### src/rtl/pipe_ctrl_if.sv
// pipe_ctrl_if - bundle between the pipeline datapath and its hazard/halt controller.
//   Datapath -> controller: ID source regs, EX destination/load/branch/halt, dm_busy, resume.
//   Controller -> datapath: PC and stage-register enables, bubble clears, halted, state.
//   PIPE_CTRL_PERF_EN: adds the stall_cnt / flush_cnt performance counters.
// Modports: slave = controller side, master = datapath (or testbench) side.
interface pipe_ctrl_if;
    logic [4:0]  id_rs;
    logic [4:0]  id_rt;
    logic        id_uses_rt;
    logic [4:0]  ex_rw;
    logic        ex_is_load;
    logic        ex_branch_taken;
    logic        ex_halt;
    logic        dm_busy;
    logic        resume;
    logic        pc_en;
    logic        ps1_en;
    logic        ps2_en;
    logic        ps3_en;
    logic        ps4_en;
    logic        ps1_clr;
    logic        ps2_clr;
    logic        halted;
    logic [1:0]  state;
`ifdef PIPE_CTRL_PERF_EN
    logic [31:0] stall_cnt;
    logic [31:0] flush_cnt;
`endif

    modport slave (
        input  id_rs, id_rt, id_uses_rt, ex_rw, ex_is_load, ex_branch_taken,
               ex_halt, dm_busy, resume,
`ifdef PIPE_CTRL_PERF_EN
        output stall_cnt, flush_cnt,
`endif
        output pc_en, ps1_en, ps2_en, ps3_en, ps4_en, ps1_clr, ps2_clr,
               halted, state
    );

    modport master (
        output id_rs, id_rt, id_uses_rt, ex_rw, ex_is_load, ex_branch_taken,
               ex_halt, dm_busy, resume,
`ifdef PIPE_CTRL_PERF_EN
        input  stall_cnt, flush_cnt,
`endif
        input  pc_en, ps1_en, ps2_en, ps3_en, ps4_en, ps1_clr, ps2_clr,
               halted, state
    );
endinterface

### src/rtl/pipe_ctrl.sv
// pipe_ctrl - 5-stage pipeline hazard / halt controller.
//   clk : rising-edge clock for all state
//   rst : asynchronous active-high reset
//   bus : pipe_ctrl_if.slave (ID/EX hazard inputs, dm_busy, resume in;
//         PC/stage enables, bubble clears, halted, state out)
// FSM RUN -> DRAIN (2 non-busy cycles to retire older instructions) -> HALT -> RUN on resume.
// Outputs are combinational from state and inputs; all of them are forced low while rst is high.
// Optional build macro PIPE_CTRL_PERF_EN: adds 32-bit stall_cnt / flush_cnt counters.
module pipe_ctrl (
    input  logic        clk,
    input  logic        rst,
    pipe_ctrl_if.slave  bus
);
    localparam logic [1:0] ST_RUN   = 2'd0;
    localparam logic [1:0] ST_DRAIN = 2'd1;
    localparam logic [1:0] ST_HALT  = 2'd2;

    logic [1:0] state_q, state_d;
    logic [1:0] cnt_q, cnt_d;

    logic pc_en, ps1_en, ps2_en, ps3_en, ps4_en, ps1_clr, ps2_clr, halted;
    logic load_use;
    logic flush_act;

    // r0 is hardwired to zero, so a load targeting it never creates a hazard.
    assign load_use = bus.ex_is_load && (bus.ex_rw != 5'd0) &&
                      ((bus.ex_rw == bus.id_rs) ||
                       (bus.id_uses_rt && (bus.ex_rw == bus.id_rt)));

    always_comb begin
        state_d   = state_q;
        cnt_d     = cnt_q;
        pc_en     = 1'b0;
        ps1_en    = 1'b0;
        ps2_en    = 1'b0;
        ps3_en    = 1'b0;
        ps4_en    = 1'b0;
        ps1_clr   = 1'b0;
        ps2_clr   = 1'b0;
        halted    = 1'b0;
        flush_act = 1'b0;
        if (!rst) begin
            case (state_q)
                ST_RUN: begin
                    if (bus.dm_busy) begin
                        // Full freeze; hazards are re-evaluated once memory is done.
                    end else if (bus.ex_halt) begin
                        // Stop fetching; older instructions keep draining.
                        state_d = ST_DRAIN;
                        cnt_d   = 2'd2;
                        ps2_en  = 1'b1;
                        ps3_en  = 1'b1;
                        ps4_en  = 1'b1;
                        ps2_clr = 1'b1;
                    end else if (bus.ex_branch_taken) begin
                        // Squash the two wrong-path instructions; wins over load-use.
                        pc_en     = 1'b1;
                        ps1_en    = 1'b1;
                        ps2_en    = 1'b1;
                        ps3_en    = 1'b1;
                        ps4_en    = 1'b1;
                        ps1_clr   = 1'b1;
                        ps2_clr   = 1'b1;
                        flush_act = 1'b1;
                    end else if (load_use) begin
                        // Hold PC and IF/ID, inject one bubble into ID/EX.
                        ps2_en  = 1'b1;
                        ps3_en  = 1'b1;
                        ps4_en  = 1'b1;
                        ps2_clr = 1'b1;
                    end else begin
                        pc_en  = 1'b1;
                        ps1_en = 1'b1;
                        ps2_en = 1'b1;
                        ps3_en = 1'b1;
                        ps4_en = 1'b1;
                    end
                end
                ST_DRAIN: begin
                    if (!bus.dm_busy) begin
                        ps2_en  = 1'b1;
                        ps3_en  = 1'b1;
                        ps4_en  = 1'b1;
                        ps2_clr = 1'b1;
                        if (cnt_q <= 2'd1) begin
                            cnt_d   = 2'd0;
                            state_d = ST_HALT;
                        end else begin
                            cnt_d = cnt_q - 2'd1;
                        end
                    end
                end
                ST_HALT: begin
                    halted = 1'b1;
                    if (bus.resume) state_d = ST_RUN;
                end
                default: state_d = ST_RUN;
            endcase
        end
    end

    always_ff @(posedge clk or posedge rst) begin
        if (rst) begin
            state_q <= ST_RUN;
            cnt_q   <= 2'd0;
        end else begin
            state_q <= state_d;
            cnt_q   <= cnt_d;
        end
    end

    assign bus.pc_en   = pc_en;
    assign bus.ps1_en  = ps1_en;
    assign bus.ps2_en  = ps2_en;
    assign bus.ps3_en  = ps3_en;
    assign bus.ps4_en  = ps4_en;
    assign bus.ps1_clr = ps1_clr;
    assign bus.ps2_clr = ps2_clr;
    assign bus.halted  = halted;
    assign bus.state   = state_q;

`ifdef PIPE_CTRL_PERF_EN
    logic [31:0] stall_cnt_q, stall_cnt_d;
    logic [31:0] flush_cnt_q, flush_cnt_d;

    always_comb begin
        stall_cnt_d = stall_cnt_q;
        flush_cnt_d = flush_cnt_q;
        if ((state_q == ST_RUN) && !pc_en) stall_cnt_d = stall_cnt_q + 32'd1;
        if (flush_act)                     flush_cnt_d = flush_cnt_q + 32'd1;
    end

    always_ff @(posedge clk or posedge rst) begin
        if (rst) begin
            stall_cnt_q <= 32'd0;
            flush_cnt_q <= 32'd0;
        end else begin
            stall_cnt_q <= stall_cnt_d;
            flush_cnt_q <= flush_cnt_d;
        end
    end

    assign bus.stall_cnt = stall_cnt_q;
    assign bus.flush_cnt = flush_cnt_q;
`endif
endmodule

### src/flat_wrapper.sv
// flat-port wrapper written by rule: the top's interface ports become plain ports
module pipe_ctrl_flat 
  (clk, rst, bus_id_rs, bus_id_rt, bus_id_uses_rt, bus_ex_rw, bus_ex_is_load, bus_ex_branch_taken, bus_ex_halt, bus_dm_busy, bus_resume, bus_pc_en, bus_ps1_en, bus_ps2_en, bus_ps3_en, bus_ps4_en, bus_ps1_clr, bus_ps2_clr, bus_halted, bus_state);
  pipe_ctrl_if bus_i ();
  input  logic clk;
  input  logic rst;
  input wire logic [$bits(bus_i.id_rs)-1:0] bus_id_rs;
  input wire logic [$bits(bus_i.id_rt)-1:0] bus_id_rt;
  input wire logic [$bits(bus_i.id_uses_rt)-1:0] bus_id_uses_rt;
  input wire logic [$bits(bus_i.ex_rw)-1:0] bus_ex_rw;
  input wire logic [$bits(bus_i.ex_is_load)-1:0] bus_ex_is_load;
  input wire logic [$bits(bus_i.ex_branch_taken)-1:0] bus_ex_branch_taken;
  input wire logic [$bits(bus_i.ex_halt)-1:0] bus_ex_halt;
  input wire logic [$bits(bus_i.dm_busy)-1:0] bus_dm_busy;
  input wire logic [$bits(bus_i.resume)-1:0] bus_resume;
  output wire logic [$bits(bus_i.pc_en)-1:0] bus_pc_en;
  output wire logic [$bits(bus_i.ps1_en)-1:0] bus_ps1_en;
  output wire logic [$bits(bus_i.ps2_en)-1:0] bus_ps2_en;
  output wire logic [$bits(bus_i.ps3_en)-1:0] bus_ps3_en;
  output wire logic [$bits(bus_i.ps4_en)-1:0] bus_ps4_en;
  output wire logic [$bits(bus_i.ps1_clr)-1:0] bus_ps1_clr;
  output wire logic [$bits(bus_i.ps2_clr)-1:0] bus_ps2_clr;
  output wire logic [$bits(bus_i.halted)-1:0] bus_halted;
  output wire logic [$bits(bus_i.state)-1:0] bus_state;
  assign bus_i.id_rs = bus_id_rs;
  assign bus_i.id_rt = bus_id_rt;
  assign bus_i.id_uses_rt = bus_id_uses_rt;
  assign bus_i.ex_rw = bus_ex_rw;
  assign bus_i.ex_is_load = bus_ex_is_load;
  assign bus_i.ex_branch_taken = bus_ex_branch_taken;
  assign bus_i.ex_halt = bus_ex_halt;
  assign bus_i.dm_busy = bus_dm_busy;
  assign bus_i.resume = bus_resume;
  assign bus_pc_en = bus_i.pc_en;
  assign bus_ps1_en = bus_i.ps1_en;
  assign bus_ps2_en = bus_i.ps2_en;
  assign bus_ps3_en = bus_i.ps3_en;
  assign bus_ps4_en = bus_i.ps4_en;
  assign bus_ps1_clr = bus_i.ps1_clr;
  assign bus_ps2_clr = bus_i.ps2_clr;
  assign bus_halted = bus_i.halted;
  assign bus_state = bus_i.state;
  pipe_ctrl u_core (.clk(clk), .rst(rst), .bus(bus_i));
endmodule
### config.mk
export PLATFORM = sky130hd
export DESIGN_NAME = pipe_ctrl_flat
export DESIGN_NICKNAME = d
export VERILOG_FILES = /design/src/rtl/pipe_ctrl_if.sv /design/src/rtl/pipe_ctrl.sv /design/src/flat_wrapper.sv
export SDC_FILE = /design/constraint.sdc
export NUM_CORES = 1
export LEC_CHECK = 0
export CAP_MARGIN = 10
export CORE_UTILIZATION = 31
export CTS_CLUSTER_DIAMETER = 40
export DETAILED_ROUTE_END_ITERATION = 8
export PLACE_DENSITY = 0.85
export SYNTH_ARGS = -nofsm -noshare
export SYNTH_HDL_FRONTEND = slang
export SYNTH_SLANG_ARGS = --single-unit
### constraint.sdc
create_clock -name clk -period 1.8 [get_ports clk]
set_input_delay 0.27 -clock clk [delete_from_list [all_inputs] [get_ports clk]]
set_output_delay 0.27 -clock clk [all_outputs]
set_load 0.01 [all_outputs]
Word-level counts from Yosys, hierarchy flattened. Cells that the tools add are included.

Register bits after elaboration: 4. Input bits: 23. Output and inout port bits: 10. Word-level logic and storage cells: 57.

$add $sub $neg: 1. $lt $le $gt $ge: 1. Eq/ne operators: 9. Multiplexer cells: 33. Bitwise operators: 1. Reduce and logical (&&, ||, !) cells: 10.

Operators by type and width (number): $mux W1 (21); $mux W2 (9); $eq A5 B5 Y1 (2); $ne A2 B2 Y1 const B (4); $pmux W2 S3 (1); $reduce_and A6 Y1 (1); $reduce_and A5 Y1 (1); $reduce_bool A5 Y1 (1); $pmux W2 S2 (1); $logic_and A1 B1 Y1 (3); $eq A2 B1 Y1 const B (1); $eq A2 B2 Y1 const B (1); $le A2 B1 Y1 const B (1); $logic_not A2 Y1 (1); $ne A2 B1 Y1 const B (1); $pmux W1 S2 (1); $reduce_bool A2 Y1 (1); $reduce_or A2 Y1 (1); $sub A2 B1 Y2 const B (1); $logic_or A1 B1 Y1 (1); $not A1 Y1 (1).

Logic depth before layout (Yosys ltp). Gate-level depths: netlist of run 1.

Word-level depth: 10. Mapped depth: 5. Depth with buffers taken out: 4.

Least setup slack after synthesis of run 1. Ideal clock, no wire load.

Kind: reg-to-output. Start point: reg u_core.state_q[1], in the netlist u_core.bus.state[1]. End point: out bus_ps1_en. Arrival time: 1.404 ns. Slack: 0.126 ns. Cell stages (with the launch flop): 5. Path buffers: 1. Path through: dfrtp_1 -> or3_4 -> inv_1 -> o311a_1 -> buf_4.

Word-level cells in the longest chain between the ends: 3.

RTL lines: from (decl) (line pipe_ctrl.sv:18) `logic [1:0] state_q, state_d;`; from (signal assigned) (line pipe_ctrl.sv:107) `state_q <= state_d;`; $logic_not A2 Y1; $mux W1 (2 in series); to (decl) (line flat_wrapper.sv:17) `output wire logic [$bits(bus_i.ps1_en)-1:0] bus_ps1_en;`.

Every way passes these cells.

Worst setup path after layout of run 1.
Start point: in bus_id_rt[0]. End point: out bus_ps1_en.

Word-level cells in the longest chain between the ends: 10.

RTL lines: from (decl) (line flat_wrapper.sv:8) `input wire logic [$bits(bus_i.id_rt)-1:0] bus_id_rt;`; $eq A5 B5 Y1 (line pipe_ctrl.sv:28) `(bus.id_uses_rt && (bus.ex_rw == bus.id_rt)));`; $logic_and A1 B1 Y1 (line pipe_ctrl.sv:28); $logic_or A1 B1 Y1 (line pipe_ctrl.sv:27) `((bus.ex_rw == bus.id_rs) ||`; $logic_and A1 B1 Y1 (line pipe_ctrl.sv:26) `assign load_use = bus.ex_is_load && (bus.ex_rw != 5'd0) &&`; $mux W1 (line pipe_ctrl.sv:65) `end else if (load_use) begin`; $mux W1 (line pipe_ctrl.sv:55) `end else if (bus.ex_branch_taken) begin`; $mux W1 (line pipe_ctrl.sv:47) `end else if (bus.ex_halt) begin`; $mux W1 (line pipe_ctrl.sv:45) `if (bus.dm_busy) begin`; $mux W1 (line pipe_ctrl.sv:43) `case (state_q)`; $mux W1 (line pipe_ctrl.sv:42) `if (!rst) begin`.

Every way passes these cells.

==> results.yml, run 1 <==
run_status:
  status: "finished, final reports clean"
layout:
  fillers: 101
  register_area_um2: 100
  drive_gt1_share_pct: 39.8
  final_common_cell: "buf_4"
  multi_input_area_um2: 282
  area_growth_pct: 99.1
  antenna_cells: 0
  final_cell_mix: "buf_4 (13), dlygate4sd2_1 (9), xor2_1 (8), clkdlybuf4s50_1 (8), clkbuf_2 (7)"
  fin_util_pct: 70.0
  num-nets-final: 118
floorplan:
  io_pins: 33
  rows: 12
  design.die.area_mm2: 0.00146
  start_util_pct: 35.2
  core_mm2: 0.00116
  fp.dieH_um: 38.2
  die_w_um: 38.2
timing:
  worst_slew_pin_slew_ns: 0.265
  fmax_mhz: 565
  slew_headroom_pct: 82.2
  setup_violations: 0
  whs_ns: 0.295
  fin_skew_ns: 0.00775
  setup_ws_ns: 0.0312
  hold_violations: 0
  fin_crit_ns: 1.77
  timing.final.crit_share_pct: 98.3
  finalMaxSlewViolations: 0
  grt_setup_unrepaired: "true"
  finalSetupTns_ns: 0
placed_design:
  place.gp.congestion: 0.764
  dpl_worst_slack_ns: -0.644
  dpl.hpwl_mm: 1.07
  port_buffers: 32
clock_tree:
  clock-sinks: 4
  tritoncts: "yes"
  cts_buffer_depth: 2
  root_buffer: "clkbuf_4"
  cts_max_level: 1
  clk_pin_slew_ns: 0.04
  numCtsBuffers: 3
  clock_latency_ns: 0.24
critical_path:
  crit_buf_inv: 2
  crit_family: "buffers and inverters"
  arrival_ns: 1.50
  crit_type: "primary input to output pin"
  crit_slowest_cell: "clkdlybuf4s50_1"
  cp_max_fo: 2
  critPathMaxStageDelay_ns: 0.48
  critPathLaunch: "bus_id_rt[0]"
  setup.worst_path.end_class: "output pin"
  r2r_start: "u_core.bus.state[0]"
  cp_cell_sequence: "clkdlybuf4s50_1, xnor2_1, a32oi_1, o311a_1, buf_2"
  critPathRequiredTime_ns: 1.53
  worstSetupStartpointType: "primary input"
flow_run:
  maxCapViolations: 0
logic_synthesis:
  synth_seq_cells: 4
  yosysWarnings: 0
  syn-num-nets: 71
  syn_area_um2: 407
  syn_inst: 48
  synth.avg_cell_area_um2: 8.47
  yosys.cell_types.count: 21
  ys_seq_area_share_pct: 24.6
route:
  drtIter0Drc: 15
  vias_per_cell: 4.89
  drcViolationCount: 0
  vias: 523
  drt_pass1_iterations: 4
  wire_per_inst_um: 12.8
  wl_mm: 1.37
  final_antenna_net_count: 0
power_and_ir_drop:
  seqPwrFrac_pct: 24.8
  p_leak_nw: 0.420
  power_mw: 0.696
  power_switching_mw: 0.263
  swShare_pct: 37.7
  p_int_mw: 0.433
  peakVddDrop_mv: 0.789
  power_frac_clock_pct: 16.1
  p_comb_share_pct: 59.2
  pwr_density_cell_mw_per_mm2: 860
global_route:
  antenna_found_initial: 0
  grt_use_total_pct: 21.6
  grt_pass1_wl_mm: 2.15
  grt_max_degree: 9
  overflow: 0
  grt_pass1_vias: 511
hold_path:
  min_path_type: "primary input to asynchronous set/reset pin"
power by group through the flow:
stage	Clock [mW]	Sequential [mW]	Combinational (mW)
finish	0.112	0.173	0.412
global route	0.120	0.178	0.455
floorplan	0	0.173	0.196
CTS	0.115	0.168	0.408
detailed placement	0	0.169	0.429
global placement	0	0.167	0.418
worst reg2reg max path, stage by stage (launching register included):
cell and delay, ns:
dfrtp_1 0.38, nor2_1 0.09, buf_4 0.14, o21ai_0 0.14, o311a_1 0.23, mux2_2 0.34
state kept, by name, summed over array words and instances (netlist names):
register and count:
u_core.cnt_q 2, u_core.bus.state 2
worst paths after layout:
path / slack (ns) / cells after the start / to
max in group asynchronous: 1.40 / 4 / u_core.bus.state[1]
worst min-delay path: 0.30 / 4 / u_core.cnt_q[0]
worst max register to register: 0.36 / 5 / u_core.bus.state[0]
worst max-delay path: 0.03 / 5 / bus_ps1_en
worst min register to register: 0.49 / 1 / u_core.cnt_q[0]
min in group clk: 0.49 / 1 / u_core.cnt_q[0]
cell usage after synthesis:
library cell / count / area, um^2
o21ai_0: 6 / 30.0
and3_1: 1 / 6.26
a32oi_1: 1 / 8.76
or3_4: 1 / 11.3
mux2_2: 1 / 11.3
or4_1: 1 / 7.51
o31ai_1: 2 / 15.0
mux2i_1: 1 / 10.0
a21oi_1: 2 / 10.0
dfrtp_1: 4 / 100
or2_2: 1 / 6.26
nor3_1: 2 / 10.0
nor4_2: 1 / 12.5
buf_4: 3 / 22.5
inv_1: 4 / 15.0
xnor2_1: 1 / 8.76
buf_2: 1 / 5.00
o311a_1: 2 / 20.0
nand3_1: 2 / 10.0
xor2_1: 9 / 78.8
nor2_1: 2 / 7.51
through the flow:
stage | instances | cell area (um^2)
after floorplan | 48 | 407
after global placement | 103 | 815
after detailed placement | 103 | 815
after CTS | 106 | 817
after global routing | 107 | 810
final | 107 | 810
cell type report:
class	instances	area share, %
Timing Repair Buffer	46	46.1
Multi-Input combinational cell	36	34.8
Sequential cell	4	12.4
Clock buffer	3	2.78
Tap cell	14	2.16
Inverter	4	1.85
routing by layer:
metal	share of wire, %	wire, um	track usage, %	up-vias
met5	0	0	0	-
met4	0	0	0	0
met3	4.0	55	6.98	0
met2	52	712	38.6	15
met1	44	603	26.4	244
li1	-	-	-	264
what timing repair did:
| action | CTS | global route |
|---|---|---|
| pin swaps | 9 | 10 |
| buffers inserted | 0 | 1 |
| hold endpoints to repair | 0 | 0 |
| gates resized for setup | 44 | 21 |
| hold buffers | 0 | 0 |
| endpoints found under the setup margin | 8 | 7 |
cell families (layout without fill, tap and decap cells):
logic type | count (synthesis) | count (layout) | share of synthesized area, %
AND/OR/NAND/NOR | 11 | 11 | 17.5
multiplexers | 2 | 2 | 5.23
buffers and inverters | 8 | 53 | 10.5
flip-flops | 4 | 4 | 24.6
XOR/XNOR | 10 | 10 | 21.5
AO/OA/AOI/OAI | 13 | 13 | 20.6
Note: power is estimated with default switching activity, not from simulation.
==> run 2: changes to the inputs <==
- CORE_AREA: unset -> 3 3 40 42
- CORE_UTILIZATION: 31 -> unset
- CTS_BUF_LIST: unset -> sky130_fd_sc_hd__clkbuf_4 sky130_fd_sc_hd__clkbuf_8
- DIE_AREA: unset -> 0 0 43 45
- PLACE_DENSITY: 0.85 -> unset
- PLACE_DENSITY_LB_ADDON: unset -> 0.3
==> results.yml, run 2 (synthesized netlist as in run 1, its figures left out) <==
clock_tree:
  post_cts_buffers: 0
  cts_max_level: 1
  clk_pin_slew_ns: 0.04
  clock-sinks: 4
  root_buffer: "clkbuf_4"
  cts_buffer_depth: 2
  numCtsBuffers: 3
  tritoncts: "yes"
  ctsHoldBuffers: 0
  clock_latency_ns: 0.23
placed_design:
  dpl_cell_area_um2: 808
  place.gp.congestion: 0.705
  dp.cells: 103
  dpl.hpwl_mm: 1.13
  port_buffers: 32
global_route:
  grt_use_total_pct: 14.5
  grt_pass1_vias: 511
  antenna_found_initial: 0
  grt_max_degree: 9
  overflow: 0
  grt_pass1_wl_mm: 2.15
critical_path:
  worstSetupStartpointType: "primary input"
  critPathRequiredTime_ns: 1.53
  crit_buf_inv: 2
  arrival_ns: 1.55
  cp_max_fo: 2
  crit_family: "buffers and inverters"
  crit_type: "primary input to output pin"
  setup.worst_path.end_class: "output pin"
  cp_cell_sequence: "clkdlybuf4s50_1, xnor2_2, a32oi_2, o311a_1, buf_2"
  crit_slowest_cell: "clkdlybuf4s50_1"
  critPathMaxStageDelay_ns: 0.50
timing:
  finalSetupTns_ns: -0.0482
  whs_ns: 0.276
  hold_violations: 0
  setup_ws_ns: -0.0244
  worst_slew_pin_slew_ns: 0.252
  setup_violations: 2
  fin_crit_ns: 1.82
  timing.final.crit_share_pct: 101
  fin_skew_ns: 0.00220
  fmax_mhz: 548
  grt_setup_unrepaired: "true"
  slew_headroom_pct: 83.1
  finalMaxSlewViolations: 0
floorplan:
  rows: 13
  die_w_um: 43
  fp.dieH_um: 45
  start_util_pct: 31.6
  io_pins: 33
  design.die.area_mm2: 0.00194
  core_mm2: 0.00128
layout:
  num-nets-final: 116
  drive_gt1_share_pct: 41.8
  design_area_um2: 826
  area_growth_pct: 103
  final_cell_mix: "buf_4 (11), dlygate4sd2_1 (8), clkdlybuf4s50_1 (8), xor2_1 (7)"
  antenna_cells: 0
  layout.cells.non_filler: 106
  final_common_cell: "buf_4"
route:
  vias: 508
  wire_per_inst_um: 12.9
  final_antenna_net_count: 0
  drt_pass1_iterations: 4
  wl_mm: 1.37
  drtIter0Drc: 6
  vias_per_cell: 4.79
  drcViolationCount: 0
run_status:
  status: "complete, but fails checks"
  violations: "negative setup slack"
flow_run:
  maxCapViolations: 0
power_and_ir_drop:
  pwr_density_cell_mw_per_mm2: 849
  p_leak_nw: 0.418
  peakVddDrop_mv: 0.955
hold_path:
  min_path_type: "primary input to asynchronous set/reset pin"
## run 2: cell count changes in the layout (fill, tap and decap cells not counted), sizes merged
| cell | before | now |
|---|---|---|
| buf | 19 | 18 |
| clkbuf | 10 | 8 |
| dlygate4sd2 | 9 | 8 |
| clkdlybuf4s15 | 1 | 3 |
## run 2: layout make-up
class                      instances  area (um^2)
fill                             134          459
timing repair buffer              44          365
multi-input combinational         36          304
sequential                         4          100
clock buffer                       3         22.5
tap                               15         18.8
inverter                           4         15.0
## run 2: per-stage QoR
step | power, mW | utilization, % | setup slack (ns)
2_1_floorplan | 0.370 | - | 0.126
5_1_grt | 0.759 | 64.3 | -0.0867
4_1_cts | 0.694 | 63.2 | 0.000581
3_5_place_dp | 0.603 | 62.9 | -0.717
3_3_place_gp | 0.594 | 62.9 | -0.671
6_report | 0.701 | 64.3 | -0.0244
## run 2: final timing paths
kind,start,endpoint,slack [ns],cells past startpoint
setup reg to reg,u_core.bus.state[1],u_core.cnt_q[0],0.39,4
setup / recovery,bus_id_rt[0],bus_pc_en,-0.02,5
hold / removal,rst,u_core.bus.state[1],0.28,4
min in group clk,u_core.cnt_q[0],u_core.cnt_q[0],0.52,1
hold reg to reg,u_core.cnt_q[0],u_core.cnt_q[0],0.52,1
max in group asynchronous,rst,u_core.cnt_q[1],1.42,4
## run 2: report_power, final
part           leakage [nW]  switching, mW  internal (mW)
Sequential           0.0476         0.0375          0.135
Combinational         0.357          0.193          0.229
Clock                0.0138         0.0320         0.0743
Total                 0.418          0.263          0.438
## run 2: worst min-delay path: cells and delay by family
| kind | cells | cell delay [ns] |
|---|---|---|
| buffers and inverters | 4 | 0.56 |
## run 2: repair_timing
action / 4_1_cts / 5_1_grt
endpoints found under the setup margin: 8 / 7
pin swaps: 9 / 8
resized for setup: 48 / 22
cloned: 0 / 0
## run 2: metal layers
metal,vias up,GRT usage [%],share of wire [%]
li1,257,-,-
met5,-,0,0
met1,239,18.3,39
met2,12,26.6,57
met4,0,3.61,0
met3,0,1.59,3.8
